## config.mk

```make
export PLATFORM = sky130hd
export DESIGN_NAME = paddle_ai
export DESIGN_NICKNAME = d
export VERILOG_FILES = /design/src/rtl/paddle_ai_pkg.sv /design/src/rtl/paddle_ai_steer.sv /design/src/rtl/paddle_ai.sv
export SDC_FILE = /design/constraint.sdc
export NUM_CORES = 1
export LEC_CHECK = 0
export BUFFER_PORTS_ARGS = -buffer_cell sky130_fd_sc_hd__buf_2
export CORE_MARGIN = 2
export CORE_UTILIZATION = 55
export CTS_BUF_LIST = sky130_fd_sc_hd__clkbuf_2
export CTS_CLUSTER_DIAMETER = 120
export DETAILED_ROUTE_END_ITERATION = 10
export GPL_TIMING_DRIVEN = 0
export PLACE_DENSITY = 0.79
export SYNTH_ARGS = -nofsm -noshare
export SYNTH_HDL_FRONTEND = slang
export SYNTH_SLANG_ARGS = --single-unit
```

## constraint.sdc

```tcl
create_clock -name clk -period 3.4 [get_ports clk]
set_clock_uncertainty 0.1 [all_clocks]
set_input_delay 0.85 -clock clk [delete_from_list [all_inputs] [get_ports clk]]
set_output_delay 0.85 -clock clk [all_outputs]
set_load 0.03 [all_outputs]
```

## src/rtl/paddle_ai_pkg.sv

```systemverilog
// Shared paddle/AI geometry constants and the AI state encoding, so the paddle
// and its computer opponent agree on sizes and on the debug state values.
package paddle_ai_pkg;

  localparam int unsigned PADDLE_HEIGHT = 20;
  localparam int unsigned BALL_SIZE     = 8;
  localparam int unsigned PADDLE_SPEED  = 4;
  localparam int unsigned TABLE_TOP     = 0;
  localparam int unsigned TABLE_BOTTOM  = 480;
  localparam int unsigned VMARGIN       = 8;

  typedef enum logic [1:0] {
    ST_IDLE   = 2'd0,
    ST_CENTER = 2'd1,
    ST_WAIT   = 2'd2,
    ST_TRACK  = 2'd3
  } ai_state_t;

  // 8-bit Fibonacci LFSR step, taps 8,6,5,4
  function automatic logic [7:0] lfsr_step(input logic [7:0] s);
    return {s[6:0], s[7] ^ s[5] ^ s[4] ^ s[3]};
  endfunction

endpackage

```

## src/rtl/paddle_ai_steer.sv

```systemverilog
// Combinational steering compare: paddle centre against a target line with a
// symmetric dead-zone band. 12-bit unsigned so no sum can wrap.
module paddle_ai_steer #(
  parameter int unsigned PADDLE_HEIGHT = 20,
  parameter int unsigned DEAD_ZONE     = 4
) (
  input  logic [11:0] tgt,
  input  logic [10:0] paddle_v_pos,
  output logic        up,
  output logic        down
);

  logic [11:0] pc;

  assign pc   = {1'b0, paddle_v_pos} + 12'(PADDLE_HEIGHT / 2);
  assign up   = (tgt + 12'(DEAD_ZONE)) < pc;
  assign down = tgt > (pc + 12'(DEAD_ZONE));

endmodule

```

## src/rtl/paddle_ai.sv

```systemverilog
// Computer paddle opponent: one up/down decision per vblank rising edge.
// Optional frame-skip jitter is enabled by defining PADDLE_AI_JITTER_EN.
module paddle_ai
  import paddle_ai_pkg::*;
#(
  parameter int unsigned PADDLE_HEIGHT = paddle_ai_pkg::PADDLE_HEIGHT,
  parameter int unsigned BALL_SIZE     = paddle_ai_pkg::BALL_SIZE,
  parameter int unsigned CENTER_V      = 240,
  parameter int unsigned DEAD_ZONE     = 4,
  parameter int unsigned REACT_FRAMES  = 3
) (
  input  logic        clk,
  input  logic        rst_n,
  input  logic        enable,
  input  logic        vblank,
  input  logic [10:0] ball_v_pos,
  input  logic        ball_toward,
  input  logic [10:0] paddle_v_pos,
  output logic        up,
  output logic        down,
  output logic [1:0]  state
);

  ai_state_t   state_q, state_d;
  logic [3:0]  cnt_q, cnt_d;
  logic        vblank_p1;
  logic        tick;
  logic [11:0] tgt;
  logic        steer_en;
  logic        steer_up, steer_down;
  logic        skip;

  assign tick  = vblank & ~vblank_p1;
  assign state = state_q;

`ifdef PADDLE_AI_JITTER_EN
  logic [7:0] lfsr_q, lfsr_d;

  assign lfsr_d = lfsr_step(lfsr_q);
  assign skip   = (state_q == ST_TRACK) && (lfsr_d[2:0] == 3'd0);

  always_ff @(posedge clk or negedge rst_n) begin
    if (!rst_n)    lfsr_q <= 8'hA5;
    else if (tick) lfsr_q <= lfsr_d;
  end
`else
  assign skip = 1'b0;
`endif

  paddle_ai_steer #(
    .PADDLE_HEIGHT(PADDLE_HEIGHT),
    .DEAD_ZONE    (DEAD_ZONE)
  ) u_steer (
    .tgt         (tgt),
    .paddle_v_pos(paddle_v_pos),
    .up          (steer_up),
    .down        (steer_down)
  );

  // Decision uses the state held during the frame; the transition lands on the same tick
  always_comb begin
    state_d  = state_q;
    cnt_d    = cnt_q;
    tgt      = 12'(CENTER_V);
    steer_en = 1'b0;
    case (state_q)
      ST_IDLE: begin
        if (ball_toward) begin
          state_d = ST_WAIT;
          cnt_d   = 4'(REACT_FRAMES);
        end else begin
          state_d = ST_CENTER;
        end
      end
      ST_CENTER: begin
        steer_en = 1'b1;
        if (ball_toward) begin
          state_d = ST_WAIT;
          cnt_d   = 4'(REACT_FRAMES);
        end
      end
      ST_WAIT: begin
        if (!ball_toward)       state_d = ST_CENTER;
        else if (cnt_q == 4'd0) state_d = ST_TRACK;
        else                    cnt_d   = cnt_q - 4'd1;
      end
      ST_TRACK: begin
        steer_en = 1'b1;
        tgt      = {1'b0, ball_v_pos} + 12'(BALL_SIZE / 2);
        if (!ball_toward) state_d = ST_CENTER;
      end
      default: state_d = ST_IDLE;
    endcase
  end

  // Frame-stable registers; enable low overrides any tick on the same edge
  always_ff @(posedge clk or negedge rst_n) begin
    if (!rst_n) begin
      vblank_p1 <= 1'b0;
      state_q   <= ST_IDLE;
      cnt_q     <= 4'd0;
      up        <= 1'b0;
      down      <= 1'b0;
    end else begin
      vblank_p1 <= vblank;
      if (!enable) begin
        state_q <= ST_IDLE;
        up      <= 1'b0;
        down    <= 1'b0;
      end else if (tick) begin
        state_q <= state_d;
        cnt_q   <= cnt_d;
        up      <= steer_en & ~skip & steer_up;
        down    <= steer_en & ~skip & steer_down;
      end
    end
  end

endmodule

```

==> summary.txt, run 1 <==
GRT
  – Initial antenna violation count: 0
  – Total congestion overflow: 0
  – First-pass GRT wire length: 5990 um
  – GRT Overall Usage: 0.220
  – Vias in the first global route: 1424
  – Largest net degree at the start of global routing: 10

Synthesis
  – Mapped Nets: 259
  – Seq/Total Area, Yosys: 0.135
  – Cell Area, Synth: 0.00166 sq mm
  – Ys Warns: 0
  – FF+latch count, synth: 9
  – Area leader, netlist: ha_1
  – Synth top area share: 0.211
  – Synth top area cells: ha_1 (21%), dfrtp_1 (14%), xnor2_1 (6.8%), xor2_1 (4.7%), nand2_1 (4.3%)
  – Synth cell types: 45
  – Number of synthesized flops with an enable pin: 0
  – Synth async-reset ratio: 1.00
  – Post-synthesis cell count: 204
  – Syn Area/Cell: 8.16 sq um
  – Synth Flop Type: dfrtp_1

Pwr
  – Comb pwr share: 0.474
  – Clock share of power: 0.198
  – Worst IR drop on VDD: 0.192 mV
  – PwrDens: 192 mW/mm^2
  – NetSw: 148 uW
  – Internal Power: 224 uW
  – Sequential share of power: 0.329
  – Leak: 0.000915 uW
  – Sw Share: 0.398

Clock tree
  – H-tree depth: 1
  – Clock Sinks: 9
  – Clk Latency, worst-skew pair: 0.26 ns
  – Reg clk slew, reported paths: 0.10 ns
  – CTS Buf Count: 3
  – Clock Tree Root: clkbuf_2
  – Clock buffer depth: 2
  – CTS tree: yes

STA
  – Final setup fails: 0
  – Setup ws final: 0.0915 ns
  – Final hold violation count: 0
  – Tcrit/Tclk final: 0.973
  – Max transition margin: 0.692
  – Achievable Freq: 302 MHz
  – Worst Tran Pin Value: 0.458 ns
  – Final min period: 3.31 ns
  – RSZ-0062 raised after global routing: true
  – Max-slew violation count: 0

Final layout
  – Area Growth Syn to Fin: 16.4%
  – Finished Layout Cells: 272
  – Final #Nets: 297
  – # diodes: 0
  – Layout cells sized above 1: 0.266

Floorplanning
  – Ports: 31
  – Core Area: 0.00281 sq mm
  – Die width: 59.0 um
  – DIE HEIGHT: 59.0 um
  – Row cnt: 19
  – Die ar.: 0.00348 sq mm
  – Initial core utilization: 0.593

Hold path
  – Hold Crit Class: input port to asynchronous set/reset pin

Drt
  – WL final: 3580 um
  – Remaining DRCs: 0
  – DR vias: 1543
  – Via density: 5.67
  – 1st-iter DRT viols: 43
  – DRT Pass-1 Iters: 4
  – Antenna viol nets, final: 0
  – WL per Instance: 13.2 um

Setup path
  – Top cell by count, worst path: a21o_1
  – Crit path launch: paddle_v_pos[1]
  – RR Startpoint: state[1]
  – CP endpoint: down
  – Setup slack, reg-to-reg: 0.67 ns
  – Critical-path cell list: buf_2 > ha_4 > o21ai_0 > xnor2_1 > nand3_2 > nor4_4 > xor2_1 > ha_1 > a21o_1 > a21o_1 > a21oi_1 > o211ai_1 > a32o_1
  – R2R depth: 11
  – Worst setup SP type: input port
  – Reg-to-reg critical path endpoint: up
  – Critical Path Max Stage Delay: 0.34 ns
  – Crit. End Element: register
  – CP arrival: 3.37 ns
  – Worst EP required: 3.46 ns
  – Worst Path Max Fanout: 4
  – Slowest stage cell on the critical path: xnor2_1
  – Crit Path Class: input port to register

Placed design
  – Place WS: -0.313 ns
  – Cells after DPL: 265
  – GP Congestion: 0.791
  – Port-buffer cells: 30
  – Dpl hpwl: 2930 um

Outcome
  – Status: finished, final reports clean

Job
  – Maxcap violations: 0
through the flow:
stage	hold WS (ns)	power, uW	utilization	setup TNS [ns]	cell area (sq um)
floorplan	0.365	237	-	0	1660
global placement	0.393	285	0.661	-0.387	1850
detailed placement	0.396	289	0.661	-0.416	1850
CTS	0.307	366	0.669	0	1880
global route	0.322	400	0.690	-0.0603	1940
finish	0.314	372	0.690	0	1940
per-layer routing:
layer / vias up / track usage / part of all wire
met3: 5 / 0.0175 / 0.034
met5: - / 0 / 0
met4: 0 / 0.0649 / 0.0095
met1: 687 / 0.302 / 0.49
met2: 32 / 0.370 / 0.46
li1: 819 / - / -
placed cells by master (no fill, tap or decap), types with 4 or more instances in the layout:
| master | count |
|---|---|
| nor2b_1 | 4 |
| nand4_1 | 8 |
| ha_1 | 27 |
| dfrtp_1 | 9 |
| and4_1 | 5 |
| buf_2 | 32 |
| o21ai_0 | 11 |
| nand3_1 | 5 |
| nor2_1 | 10 |
| inv_1 | 12 |
| xor2_1 | 9 |
| a21oi_1 | 10 |
| a31oi_1 | 4 |
| nand2_1 | 19 |
| xnor2_1 | 13 |
| a21o_1 | 6 |
| clkbuf_2 | 4 |
cell families (layout without fill, tap and decap cells):
| kind of cell | count (synthesis) | in the layout | synth area share |
|---|---|---|---|
| mux | 1 | 1 | 0.00677 |
| flops | 9 | 9 | 0.135 |
| buf+inv | 14 | 51 | 0.0331 |
| simple gates | 82 | 82 | 0.292 |
| fa+ha+maj | 28 | 28 | 0.211 |
| xor+xnor | 25 | 25 | 0.145 |
| compound gates | 45 | 45 | 0.177 |
power by group through the flow:
stage	logic, uW	registers, uW	clock network [uW]
finish	176	122	73.5
global route	199	123	77.2
CTS	167	122	76.7
detailed placement	165	124	0
global placement	161	124	0
floorplan	111	125	0
how the worst min path moves through the flow:
stage	from	endpoint	slack, ns
after global placement	cnt_q[0]	cnt_q[0]	0.39
after CTS	rst_n	down	0.31
after detailed placement	cnt_q[0]	cnt_q[0]	0.40
after global routing	rst_n	vblank_p1	0.32
final	rst_n	down	0.31
after floorplan	cnt_q[2]	cnt_q[2]	0.37
layout make-up:
class	count	area, sq um
Multi-Input combinational cell	181	1430
Fill cell	257	868
Clock buffer	4	20.0
Inverter	12	45.0
Tap cell	31	38.8
Timing Repair Buffer	33	173
Buffer	2	10.0
Sequential cell	9	225
flip-flops by register name, summed over array words and instances, names as in the netlist:
register   count
cnt_q          4
state          2
down           1
up             1
vblank_p1      1
worst max-delay path: cells and delay by family:
kind	cells	cell delay, ns
AOI/OAI and AO/OA	6	0.99
xor gates and xnor gates	2	0.51
adders and majority gates	2	0.44
buffers and inverters	1	0.15
and+or+nand+nor	2	0.44
what timing repair did:
action,4_1_cts,5_1_grt
hold buffers,0,0
setup buffers,0,3
pin swaps,0,2
resized for setup,1,7
setup endpoints to repair,1,2
cell usage after synthesis (all sizes together), types with 4 or more instances:
| cell type | n |
|---|---|
| xor2 | 9 |
| nor3b | 4 |
| xnor2 | 16 |
| nor2 | 12 |
| nor2b | 4 |
| inv | 12 |
| a21oi | 11 |
| a31oi | 4 |
| nor3 | 5 |
| and4 | 5 |
| nand4 | 9 |
| dfrtp | 9 |
| o21ai | 13 |
| nand2 | 21 |
| ha | 28 |
| nand3 | 7 |
| a21o | 6 |
(Power assumes the default switching activity.)
==> run 2, diff against run 1 <==
--- a/config.mk
+++ b/config.mk
@@ -6,7 +6,6 @@
 export NUM_CORES = 1
 export LEC_CHECK = 0
 export BUFFER_PORTS_ARGS = -buffer_cell sky130_fd_sc_hd__buf_2
-export CORE_MARGIN = 2
 export CORE_UTILIZATION = 55
 export CTS_BUF_LIST = sky130_fd_sc_hd__clkbuf_2
 export CTS_CLUSTER_DIAMETER = 120
==> run 2 against run 1 <==
- the run now ends with design-rule violations left
- flip-flop and latch count is the same
- highest routed layer unchanged
- global-route usage grew 0.62 points
- critical path depth is the same
- power down 1.3%
- non-clock buffer count shrank 1
- register-to-register slack got worse by 0.05 ns
- first-iteration DRC count increased by 40%
==> summary.txt, run 2 (same netlist as run 1, synthesis figures left out) <==
Floorplanning
  – Initial core utilization: 0.593
  – Ports: 31
  – Row cnt: 19
  – Core Area: 0.00281 sq mm
  – Die ar.: 0.00325 sq mm
  – Die width: 57.0 um
  – DIE HEIGHT: 57.0 um

Drt
  – DRT Pass-1 Iters: 7
  – Via density: 5.65
  – DR vias: 1530
  – Remaining DRCs: 4
  – Top layer in use: met4
  – Wire length on met1: 1750 um
  – Met2 wire len: 1670 um
  – WL per Instance: 13.0 um
  – 1st-iter DRT viols: 60
  – Antenna viol nets, final: 0
  – WL final: 3520 um
  – Wire length on met3: 94 um

Final layout
  – Fin area: 0.00194 sq mm
  – Largest Register: cnt_q
  – Layout cells sized above 1: 0.267
  – Max reg flops: 4
  – Area Growth Syn to Fin: 16.7%
  – Most frequent cells in the layout: buf_2 (32), ha_1 (27), nand2_1 (19), inv_1 (12)
  – Final core occ: 0.692
  – Filler cells: 262
  – Register area: 225 sq um
  – Commonest non-fill, non-tap cell in the layout: buf_2
  – # diodes: 0
  – Multi-input gate area in the final layout: 0.00144 sq mm
  – Final #Nets: 296

Pwr
  – Leak: 0.000919 uW
  – PwrDens: 189 mW/mm^2
  – Overall Power: 367 uW
  – Worst IR drop on VDD: 0.188 mV

GRT
  – Initial antenna violation count: 0
  – Total congestion overflow: 0
  – GRT Overall Usage: 0.226
  – Largest net degree at the start of global routing: 10
  – First-pass GRT wire length: 5940 um
  – Vias in the first global route: 1411

Placed design
  – GP Congestion: 0.773
  – Dpl hpwl: 2870 um
  – Place WS: -0.322 ns
  – Cell area after placement: 0.00185 sq mm
  – Port-buffer cells: 30

Clock tree
  – Clock buffer depth: 2
  – Clock Sinks: 9
  – H-tree depth: 1
  – CTS tree: yes
  – Clk Latency, worst-skew pair: 0.24 ns
  – Clock Tree Root: clkbuf_2
  – Hold buffers post-CTS: 0
  – CTS Buf Count: 3
  – Reg clk slew, reported paths: 0.09 ns

Setup path
  – Top cell family by delay on the critical path: compound AO/OA/AOI/OAI gates
  – Critical Path Max Stage Delay: 0.32 ns
  – Crit. End Element: register
  – Critical-path cell list: buf_2 > ha_4 > nor2_4 > nor3b_4 > xnor2_2 > nor4_2 > xor2_1 > ha_1 > a21o_1 > a21o_1 > a21oi_1 > o211ai_1 > a32o_1
  – R2R depth: 11
  – Worst EP required: 3.44 ns
  – Slowest stage cell on the critical path: nor4_2
  – CP bufs+invs: 1
  – Cell count along the critical path: 13
  – Worst Path Max Fanout: 5
  – Top cell by count, worst path: a21o_1
  – Worst setup SP type: input port
  – CP arrival: 3.26 ns
  – Crit Path Class: input port to register

STA
  – Achievable Freq: 310 MHz
  – Setup ws final: 0.178 ns
  – Final min period: 3.22 ns
  – Tcrit/Tclk final: 0.948
  – Max transition margin: 0.730
  – Max-slew violation count: 0
  – Worst Tran Pin Value: 0.404 ns
  – Final hold violation count: 0
  – Final setup fails: 0
  – Hold WS: 0.342 ns

Hold path
  – Hold Crit Class: input port to asynchronous set/reset pin

Outcome
  – Failing checks: design-rule violations
  – Status: finished with violations

Job
  – Maxcap violations: 0
## run 2: path summary, 6_finish.rpt
kind	startpoint	slack, ns	to
hold / removal	rst_n	0.34	cnt_q[0]
min in group clk	cnt_q[0]	0.41	cnt_q[0]
hold reg to reg	cnt_q[0]	0.41	cnt_q[0]
setup / recovery	paddle_v_pos[1]	0.18	down
max in group asynchronous	rst_n	2.68	cnt_q[1]
setup reg to reg	state[1]	0.62	up
## run 2: power by group
group          total, uW  internal [uW]  switching [uW]
logic                176           77.8            97.8
registers            122            115            7.33
clock network       68.9           31.3            37.7
total                367            224             143
## run 2: area by class of cell
| cell class | count | share of cell area |
|---|---|---|
| tap | 31 | 0.0200 |
| clock buffer | 4 | 0.0103 |
| inverter | 12 | 0.0232 |
| buffer | 2 | 0.00515 |
| multi-input combinational | 181 | 0.740 |
| sequential | 9 | 0.116 |
| timing repair buffer | 32 | 0.0851 |
## run 2: repair_timing
| action | 4_1_cts | 5_1_grt |
|---|---|---|
| pin swaps | 0 | 2 |
| buffers inserted | 0 | 2 |
| gates resized for setup | 3 | 7 |
| cloned | 0 | 0 |
| endpoints found under the setup margin | 1 | 2 |
## run 2: per-stage QoR
stage	setup TNS, ns	std cells
2_1_floorplan	0	204
5_1_grt	-0.00378	271
4_1_cts	0	269
3_3_place_gp	-0.389	265
6_report	0	271
3_5_place_dp	-0.410	265
## run 2: layer usage
layer,vias up,GRT usage
met5,-,0
met3,2,0.0113
met2,27,0.390
met4,0,0.0592
li1,816,-
met1,685,0.311
==> run 3, diff against run 2 <==
--- a/config.mk
+++ b/config.mk
@@ -6,11 +6,11 @@
 export NUM_CORES = 1
 export LEC_CHECK = 0
 export BUFFER_PORTS_ARGS = -buffer_cell sky130_fd_sc_hd__buf_2
+export CORE_ASPECT_RATIO = 0.5
 export CORE_UTILIZATION = 55
 export CTS_BUF_LIST = sky130_fd_sc_hd__clkbuf_2
 export CTS_CLUSTER_DIAMETER = 120
 export DETAILED_ROUTE_END_ITERATION = 10
-export GPL_TIMING_DRIVEN = 0
 export PLACE_DENSITY = 0.79
 export SYNTH_ARGS = -nofsm -noshare
 export SYNTH_HDL_FRONTEND = slang
==> run 3 against run 2 <==
- the run now ends clean
- setup slack got worse by 0.043 ns
- non-clock buffer count rose by 20
- power rose by 5.8%
- global-route usage rose by 4.2 points
- register-to-register slack got worse by 0.06 ns
- final cell count rose by 9.6%
- first-iteration DRC count fell by 28%
- fmax fell by 1.3%
- die area rose by 0.41%
- flip-flop and latch count did not move
- largest power group unchanged
==> summary.txt, run 3 (same netlist as run 1, synthesis figures left out) <==
Placed design
  – Dpl hpwl: 3570 um
  – GP Congestion: 0.851
  – Port-buffer cells: 30

STA
  – Final min period: 3.27 ns
  – Final setup fails: 0
  – Max-slew violation count: 0
  – Max transition margin: 0.723
  – Worst Tran Pin Value: 0.412 ns
  – Tcrit/Tclk final: 0.960
  – Setup TNS: 0 ns
  – Achievable Freq: 306 MHz
  – Final hold violation count: 0

Floorplanning
  – Die width: 79.8 um
  – Initial core utilization: 0.609
  – DIE HEIGHT: 40.9 um
  – Core Area: 0.00273 sq mm
  – Row cnt: 13
  – Ports: 31
  – Die ar.: 0.00326 sq mm

Clock tree
  – Hold buffers post-CTS: 0
  – H-tree depth: 1
  – Reg clk slew, reported paths: 0.09 ns
  – CTS tree: yes
  – Clock Sinks: 9
  – CTS Buf Count: 3
  – Clock Tree Root: clkbuf_2
  – Clk Latency, worst-skew pair: 0.24 ns
  – Clock buffer depth: 2

Drt
  – Remaining DRCs: 0
  – 1st-iter DRT viols: 43
  – Antenna viol nets, final: 0
  – WL final: 4160 um
  – DR vias: 1692
  – DRT Pass-1 Iters: 4
  – WL per Instance: 14.0 um
  – Via density: 5.70

GRT
  – Largest net degree at the start of global routing: 10
  – First-pass GRT wire length: 6590 um
  – GRT Overall Usage: 0.268
  – Initial antenna violation count: 0
  – Vias in the first global route: 1541
  – Total congestion overflow: 0

Final layout
  – Final core occ: 0.761
  – Most frequent cells in the layout: buf_2 (30), ha_1 (27), buf_4 (24), nand2_1 (19)
  – Final #Nets: 316
  – Layout cells sized above 1: 0.315
  – Commonest non-fill, non-tap cell in the layout: buf_2
  – # diodes: 0
  – Area Growth Syn to Fin: 25.0%
  – Max reg flops: 4
  – Largest Register: cnt_q

Setup path
  – Setup slack, reg-to-reg: 0.56 ns
  – Crit. End Element: register
  – CP arrival: 3.31 ns
  – Worst setup SP type: input port
  – Worst EP required: 3.44 ns
  – Reg-to-reg critical path endpoint: up
  – Crit Path Class: input port to register
  – Worst Path Max Fanout: 3
  – RR Startpoint: state[0]
  – R2R depth: 13

Outcome
  – Status: finished, final reports clean

Pwr
  – Worst IR drop on VDD: 0.174 mV
  – PwrDens: 186 mW/mm^2
  – Leak: 0.00100 uW

Hold path
  – Hold Crit Class: input port to asynchronous set/reset pin

Job
  – Maxcap violations: 0
[run 3: cell types whose count changed in the layout (fill, tap and decap cells not counted), sizes merged]
cell / before / now
buf: 34 / 54
[run 3: critical path, cell delays in order]
cell      delay (ns)
buf_2           0.11
ha_1            0.23
buf_4           0.17
xnor2_4         0.18
ha_2            0.22
nand3_1         0.11
nor3_2          0.26
nand2_1         0.10
xnor2_1         0.14
ha_1            0.31
a21o_1          0.16
a21oi_1         0.13
o211ai_1        0.12
a32o_1          0.23
[run 3: layout make-up]
type / instances / area, sq um
multi-input cells: 181 / 1410
fillers: 217 / 652
repair buffers: 54 / 330
flip-flops and latches: 9 / 225
well taps: 37 / 46.3
inverters: 12 / 45.0
clock buffers: 4 / 20.0
[run 3: report_power, final]
group / switching [uW] / leakage [uW] / internal, uW
Sequential: 7.96 / 0.000114 / 115
Clock: 36.1 / 0.0000166 / 31.3
Combinational: 107 / 0.000872 / 90.9
Total: 151 / 0.00100 / 237
[run 3: worst max path at each step]
stage | start | end | slack (ns)
2_1_floorplan | paddle_v_pos[1] | down | 0.13
3_3_place_gp | paddle_v_pos[1] | down | -0.08
3_5_place_dp | paddle_v_pos[1] | down | -0.13
4_1_cts | paddle_v_pos[1] | down | 0.11
5_1_grt | paddle_v_pos[1] | down | -0.01
6_report | paddle_v_pos[1] | down | 0.13
[run 3: repair_timing]
action | 4_1_cts | 5_1_grt
gates resized for setup | 0 | 5
setup endpoints to repair | 0 | 1
setup buffers | 0 | 0
hold endpoints to repair | 0 | 0
[run 3: metrics by stage]
step	hold WS [ns]	power (uW)	instance area (sq um)	setup slack, ns	std cells
after global routing	0.329	422	2080	-0.0110	297
final	0.333	388	2080	0.135	297
after detailed placement	0.404	316	2030	-0.130	293
after CTS	0.335	383	2050	0.112	297
after global placement	0.403	304	2030	-0.0773	293
after floorplan	0.365	237	1660	0.131	204
[run 3: routing by layer]
layer  global-route usage  vias to the layer above  share of wire
li1                     -                      860              -
met1                0.328                      792           0.49
met2                0.541                       34           0.47
met3               0.0244                        6          0.033
met4               0.0536                        0         0.0063
met5                    0                        -              0
